<file path="config.mk">
export PLATFORM = sky130hd
export DESIGN_NAME = mc_ctrl_fsm
export DESIGN_NICKNAME = d
export VERILOG_FILES = /design/src/rtl/mc_ctrl_pkg.sv /design/src/rtl/mc_perf_cnt.sv /design/src/rtl/mc_ctrl_fsm.sv
export SDC_FILE = /design/constraint.sdc
export NUM_CORES = 1
export LEC_CHECK = 0
export BUFFER_PORTS_ARGS = -buffer_cell sky130_fd_sc_hd__buf_4
export CORE_MARGIN = 3
export CORE_UTILIZATION = 40
export CTS_CLUSTER_DIAMETER = 30
export CTS_CLUSTER_SIZE = 14
export DETAILED_ROUTE_END_ITERATION = 8
export PLACE_DENSITY = 0.69
export SYNTH_ARGS = -nofsm -noshare
export SYNTH_HDL_FRONTEND = slang
export SYNTH_HIERARCHICAL = 1
export SYNTH_SLANG_ARGS = --single-unit
</file>
<file path="constraint.sdc">
create_clock -name clk -period 2.9 [get_ports clk]
set_input_delay 0.435 -clock clk [delete_from_list [all_inputs] [get_ports clk]]
set_output_delay 0.435 -clock clk [all_outputs]
set_load 0.005 [all_outputs]
</file>
<file path="src/rtl/mc_ctrl_pkg.sv">
// ============================================================================
// Module : mc_ctrl_pkg
// Brief  : Shared types and opcode helpers for the multi-cycle control FSM.
// Rev    : 1.0 - initial release
// ============================================================================
`default_nettype none

package mc_ctrl_pkg;

  // Sequencer states; HALT and ERROR are terminal until reset.
  typedef enum logic [2:0] {
    ST_FETCH  = 3'd0,
    ST_DECODE = 3'd1,
    ST_EXEC   = 3'd2,
    ST_MEM    = 3'd3,
    ST_WB     = 3'd4,
    ST_HALT   = 3'd5,
    ST_ERROR  = 3'd6
  } state_e;

  localparam logic [3:0] OP_LW   = 4'h8;
  localparam logic [3:0] OP_SW   = 4'h9;
  localparam logic [3:0] OP_ADDI = 4'hA;
  localparam logic [3:0] OP_BNE  = 4'hB;
  localparam logic [3:0] OP_HALT = 4'hF;

  // 0x0-0x7 are register-register ALU operations.
  function automatic logic is_rtype(input logic [3:0] op);
    return (op[3] == 1'b0);
  endfunction

  // 0xC-0xE have no defined behaviour.
  function automatic logic is_illegal(input logic [3:0] op);
    return (op == 4'hC) || (op == 4'hD) || (op == 4'hE);
  endfunction

endpackage

`default_nettype wire

</file>
<file path="src/rtl/mc_perf_cnt.sv">
// ============================================================================
// Module : mc_perf_cnt
// Brief  : Saturating cycle / retired-instruction counter pair.
//          Present only when MC_PERF_CNT_EN is defined.
// Rev    : 1.0 - initial release
// ============================================================================
`default_nettype none

`ifdef MC_PERF_CNT_EN
module mc_perf_cnt #(
  parameter int CNT_W = 16
) (
  input  logic             clk,
  input  logic             rst_n,
  input  logic             run,
  input  logic             ret_inc,
  output logic [CNT_W-1:0] cyc_cnt,
  output logic [CNT_W-1:0] ret_cnt
);

  logic [CNT_W-1:0] cyc_q;
  logic [CNT_W-1:0] ret_q;

  // Both counters stick at all-ones rather than wrapping; run=0 freezes them.
  always_ff @(posedge clk) begin
    if (!rst_n) begin
      cyc_q <= '0;
      ret_q <= '0;
    end else if (run) begin
      if (cyc_q != '1) cyc_q <= cyc_q + CNT_W'(1);
      if (ret_inc && (ret_q != '1)) ret_q <= ret_q + CNT_W'(1);
    end
  end

  assign cyc_cnt = cyc_q;
  assign ret_cnt = ret_q;

endmodule
`endif

`default_nettype wire

</file>
<file path="src/rtl/mc_ctrl_fsm.sv">
// ============================================================================
// Module : mc_ctrl_fsm
// Brief  : Multi-cycle sequencer (FETCH/DECODE/EXEC/MEM/WB) driving the
//          datapath enables and handshaking with a variable-latency data
//          memory. Optional perf counters under MC_PERF_CNT_EN.
// Rev    : 1.0 - initial release
// ============================================================================
`default_nettype none

module mc_ctrl_fsm
  import mc_ctrl_pkg::*;
#(
  parameter int OPW          = 4,
  parameter int MEM_WAIT_MAX = 15,
  parameter int CNT_W        = 16
) (
  input  logic             clk,
  input  logic             rst_n,
  input  logic [OPW-1:0]   opcode,
  input  logic             eq,
  input  logic             mem_ack,
  output logic             ir_we,
  output logic             pc_we,
  output logic             pc_src,
  output logic             reg_dst,
  output logic             reg_write,
  output logic             alu_src,
  output logic             mem_req,
  output logic             mem_write,
  output logic             mem_to_reg,
  output logic             halted,
  output logic             err,
  output logic [CNT_W-1:0] cyc_cnt,
  output logic [CNT_W-1:0] ret_cnt
);

  localparam int WAIT_W = (MEM_WAIT_MAX < 2) ? 1 : $clog2(MEM_WAIT_MAX + 1);

  state_e            state_q;
  logic [OPW-1:0]    op_q;
  logic [WAIT_W-1:0] wait_q;

  // Sequencer: opcode is captured in DECODE so EXEC/MEM/WB see a stable copy.
  always_ff @(posedge clk) begin
    if (!rst_n) begin
      state_q <= ST_FETCH;
      op_q    <= '0;
      wait_q  <= '0;
    end else begin
      case (state_q)
        ST_FETCH: state_q <= ST_DECODE;
        ST_DECODE: begin
          op_q    <= opcode;
          state_q <= is_illegal(opcode) ? ST_ERROR : ST_EXEC;
        end
        ST_EXEC: begin
          wait_q <= '0;
          if (op_q == OP_BNE)                        state_q <= ST_FETCH;
          else if ((op_q == OP_LW) || (op_q == OP_SW)) state_q <= ST_MEM;
          else if (op_q == OP_HALT)                  state_q <= ST_HALT;
          else                                       state_q <= ST_WB;
        end
        ST_MEM: begin
          // An ack in the same cycle the wait limit is hit still completes.
          if (mem_ack)                               state_q <= (op_q == OP_LW) ? ST_WB : ST_FETCH;
          else if (wait_q == WAIT_W'(MEM_WAIT_MAX))  state_q <= ST_ERROR;
          else                                       wait_q  <= wait_q + WAIT_W'(1);
        end
        ST_WB:    state_q <= ST_FETCH;
        default:  state_q <= state_q;
      endcase
    end
  end

  // Output decode from the registered state; only BNE's eq and SW's ack
  // completion look at inputs, since both finish in that same cycle.
  always_comb begin
    ir_we      = (state_q == ST_FETCH) && rst_n;
    pc_we      = 1'b0;
    pc_src     = 1'b0;
    reg_dst    = 1'b0;
    reg_write  = 1'b0;
    alu_src    = 1'b0;
    mem_req    = 1'b0;
    mem_write  = 1'b0;
    mem_to_reg = 1'b0;
    halted     = (state_q == ST_HALT);
    err        = (state_q == ST_ERROR);
    case (state_q)
      ST_EXEC: begin
        alu_src = (op_q == OP_LW) || (op_q == OP_SW) || (op_q == OP_ADDI);
        if (op_q == OP_BNE) begin
          pc_we  = 1'b1;
          pc_src = ~eq;
        end
      end
      ST_MEM: begin
        mem_req   = 1'b1;
        mem_write = (op_q == OP_SW);
        alu_src   = 1'b1;
        pc_we     = mem_ack && (op_q == OP_SW);
      end
      ST_WB: begin
        reg_write  = 1'b1;
        pc_we      = 1'b1;
        reg_dst    = is_rtype(op_q);
        mem_to_reg = (op_q == OP_LW);
      end
      default: ;
    endcase
  end

`ifdef MC_PERF_CNT_EN
  logic ret_inc;

  // A retire is any PC update, plus the cycle that commits to HALT.
  assign ret_inc = pc_we || ((state_q == ST_EXEC) && (op_q == OP_HALT));

  mc_perf_cnt #(
    .CNT_W (CNT_W)
  ) u_perf_cnt (
    .clk     (clk),
    .rst_n   (rst_n),
    .run     (state_q != ST_ERROR),
    .ret_inc (ret_inc),
    .cyc_cnt (cyc_cnt),
    .ret_cnt (ret_cnt)
  );
`else
  assign cyc_cnt = '0;
  assign ret_cnt = '0;
`endif

endmodule

`default_nettype wire

</file>
==> flow_metrics.env <==
export IMPL_status="finished, final reports clean"
export IMPL_drive_gt1_share_pct=18.12
export IMPL_worstRegToRegCells=4
export IMPL_regToRegStartpoint="state_q[0]"
export IMPL_critPathMaxStageDelay_ns=0.65
export IMPL_internal_power_uw=270.1
export IMPL_setup_viol=0
export IMPL_arrival_ns=1.60
export IMPL_synth_seq_area_share_pct=22.77
export IMPL_core_rowCount=17
export IMPL_ant_nets=0
export IMPL_synthSimpleGateAreaFrac_pct=27.04
export IMPL_areaGrowthSynthToFinish_pct=4.269
export IMPL_design_power_total_uw=415.6
export IMPL_synthAdderAreaFrac_pct=1.294
export IMPL_finalClockSkew_ns=0.006937
export IMPL_clk_pin_slew_ns=0.08
export IMPL_ys_ff_latch=11
export IMPL_yosysMostFrequentCell="buf_4"
export IMPL_ios=51
export IMPL_drt_wirelength_per_cell_um=11.75
export IMPL_hold_path_startpoint="opcode[1]"
export IMPL_fmax_mhz=491.0
export IMPL_holdPathEnd="op_q[1]"
export IMPL_finish_utilization_pct=44.73
export IMPL_synthXorXnorAreaFrac_pct=0
export IMPL_avgViaCountPerCell=4.747
export IMPL_cts_tree="built"
export IMPL_cp_max_fo=13
export IMPL_crit_slowest_cell="dfxtp_1"
export IMPL_muxShareOfSynthArea_pct=4.140
export IMPL_hold_viol=0
export IMPL_rsz0062_at_grt="false"
export IMPL_ys_warn_count=6
export IMPL_crit_required_ns=2.47
export IMPL_max_cap_viol_count=0
export IMPL_worstMarginPinSlew_ns=0.5222
export IMPL_grt_overflow=0
export IMPL_multi_input_area_sq_um=580.6
export IMPL_hold_depth=3
export IMPL_grt_max_degree=15
export IMPL_hold_path_class="in2reg"
export IMPL_insertion_delay_ns=0.27
export IMPL_seqCellArea_sq_um=220.2
export IMPL_ff2ff_setup_slack_ns=1.40
export IMPL_nets=148
export IMPL_p_per_area_nw_per_um2=412.1
export IMPL_path_cells="and2b_2 -> nand2_1 -> o31ai_1 -> buf_4"
export IMPL_track_usage_pct=13.84
export IMPL_die_x_um=55.17
export IMPL_endpoint_kind="output port"
export IMPL_drt_total_wl_um=1950
export IMPL_synthCells=121
export IMPL_min_period_over_period_pct=70.23
export IMPL_drt_initial_drc_count=18
export IMPL_clockBufferDepth=2
export IMPL_post_cts_setup_buffers=0
export IMPL_preCtsSetupSlack_ns=1.151
export IMPL_instances_no_fill=166
export IMPL_cts_buffers=3
export IMPL_cts_sinks=11
export IMPL_synthTopCellsByArea="buf_4, dfxtp_1, mux2i_1, nor2b_1, nor2_1"
export IMPL_synthArstFlopShare_pct=0
export IMPL_fin_crit_ns=2.037
export IMPL_cts_root_buffer="clkbuf_4"
export IMPL_tns_ns=0
export IMPL_power_switching_uw=145.5
export IMPL_antenna_found_initial=0
export IMPL_synth_top_family_by_area="buffers and inverters"
export IMPL_first_pass_iters=4
export IMPL_grt_first_pass_wirelength_um=2994
export IMPL_seqPwrFrac_pct=46.1
export IMPL_synth_avg_cell_area_sq_um=7.993
export IMPL_placed_cells=162
export IMPL_p_clk_share_pct=25.8
export IMPL_grt_pass1_vias=671
export IMPL_cts_max_level=1
export IMPL_maxSlewHeadroom_pct=65.14
export IMPL_dp_hpwl_um=1510
export IMPL_drc=0
export IMPL_yosysTopAreaCell="buf_4"
export IMPL_ys_flop_type="dfxtp_1"
export IMPL_die_h_um=55.17
export IMPL_ys_top_cells_by_count="buf_4, dfxtp_1, nor2_1"
export IMPL_synth_top_cell_area_share_pct=24.84
export IMPL_fill_cells=226
export IMPL_synth_compound_area_share_pct=15.14
export IMPL_synth_area_sq_um=967.2
export IMPL_die_area_sq_um=3044
export IMPL_ys_types=40
export IMPL_io_buffers=18
export IMPL_swShare_pct=35.01
export IMPL_start_util_pct=42.90
export IMPL_synth_edf_count=0
export IMPL_reg2reg_to="op_q[3]"
export IMPL_core_area_sq_um=2255
export IMPL_total_leakage_power_nw=0.4788
export IMPL_worst_slack_ns=0.8634
export IMPL_diodes=0
export IMPL_vias=788
export IMPL_gp_congestion=0.8397
export IMPL_peakVddDrop_v=0.0002881
export IMPL_cts_hold_buf=0
export IMPL_critPathLaunchType="flip-flop"
export IMPL_slew_viol_final=0
export IMPL_cts_resized=0
export IMPL_critical_path_class="reg2out"
export IMPL_power_frac_comb_pct=28.1
[sequential cells by signal (all words and copies together), names as in the netlist]
signal / count
state_q: 3
wait_q: 4
op_q: 4
[cell usage in the layout, fill, tap and decap left out, types with 2 or more instances in the layout]
cell type,Yosys,layout
a21oi_1,6,6
a31oi_1,2,2
and2b_1,2,2
and3_1,2,2
buf_4,32,18
clkbuf_4,0,3
conb_1,1,32
dfxtp_1,11,11
inv_1,2,2
mux2i_1,4,4
nand2_1,6,6
nand3_1,2,2
nand4b_1,2,2
nor2_1,9,9
nor2b_1,6,6
nor3b_1,2,2
nor4_1,2,2
o21a_1,2,2
o21ai_0,4,4
o21ai_1,2,2
[stage by stage]
| stage | hold WS [ns] | area, sq um |
|---|---|---|
| 2_1_floorplan | 0.4464 | 1084 |
| 3_3_place_gp | 0.4634 | 982.2 |
| 3_5_place_dp | 0.4635 | 982.2 |
| 4_1_cts | 0.4379 | 1008 |
| 5_1_grt | 0.4461 | 1008 |
| 6_report | 0.4434 | 1008 |
[cells by family (layout without fill, tap and decap cells)]
kind of cell | after synthesis | in the layout
simple gates | 42 | 42
buf+inv | 39 | 25
compound gates | 23 | 23
flops | 11 | 11
mux | 4 | 4
fa+ha+maj | 1 | 1
other cells | 1 | 32
[layout make-up]
cell class / instances / area share (%)
sequential: 11 / 21.84
timing repair buffer: 18 / 13.40
tap: 28 / 3.474
multi-input combinational: 102 / 57.57
clock buffer: 4 / 2.605
inverter: 3 / 1.117
[power groups by stage]
stage          clock network (mW)  registers [mW]  logic [mW]
2_1_floorplan                   0           0.179       0.131
6_report                    0.107           0.192       0.117
3_3_place_gp                    0           0.192       0.115
4_1_cts                     0.111           0.191       0.117
5_1_grt                     0.120           0.195       0.133
3_5_place_dp                    0           0.195       0.116
[worst max-delay path: cells and delay by family (launching register included)]
family                 cells  cell delay [ns]
AO/OA/AOI/OAI              1             0.19
AND/OR/NAND/NOR            2             0.34
flip-flops                 1             0.65
buffers and inverters      1             0.15
[layer usage]
layer  wire (um)  global-route usage [%]  share of wire [%]
met1         836                   16.56                 43
met2         933                   23.03                 48
met3         159                   3.753                8.2
met4          21                   6.073                1.1
met5           0                       0                  0
[worst max path at each step]
| stage | from | to | slack [ns] | cells past startpoint |
|---|---|---|---|---|
| 4_1_cts | state_q[0] | mem_write | 0.85 | 3 |
| 5_1_grt | state_q[1] | pc_src | 0.74 | 4 |
| 6_report | state_q[1] | pc_we | 0.86 | 4 |
| 3_3_place_gp | state_q[1] | pc_we | 1.23 | 4 |
| 2_1_floorplan | op_q[1] | mem_write | 1.51 | 2 |
| 3_5_place_dp | state_q[0] | mem_write | 1.15 | 3 |
(Power assumes the default switching activity.)
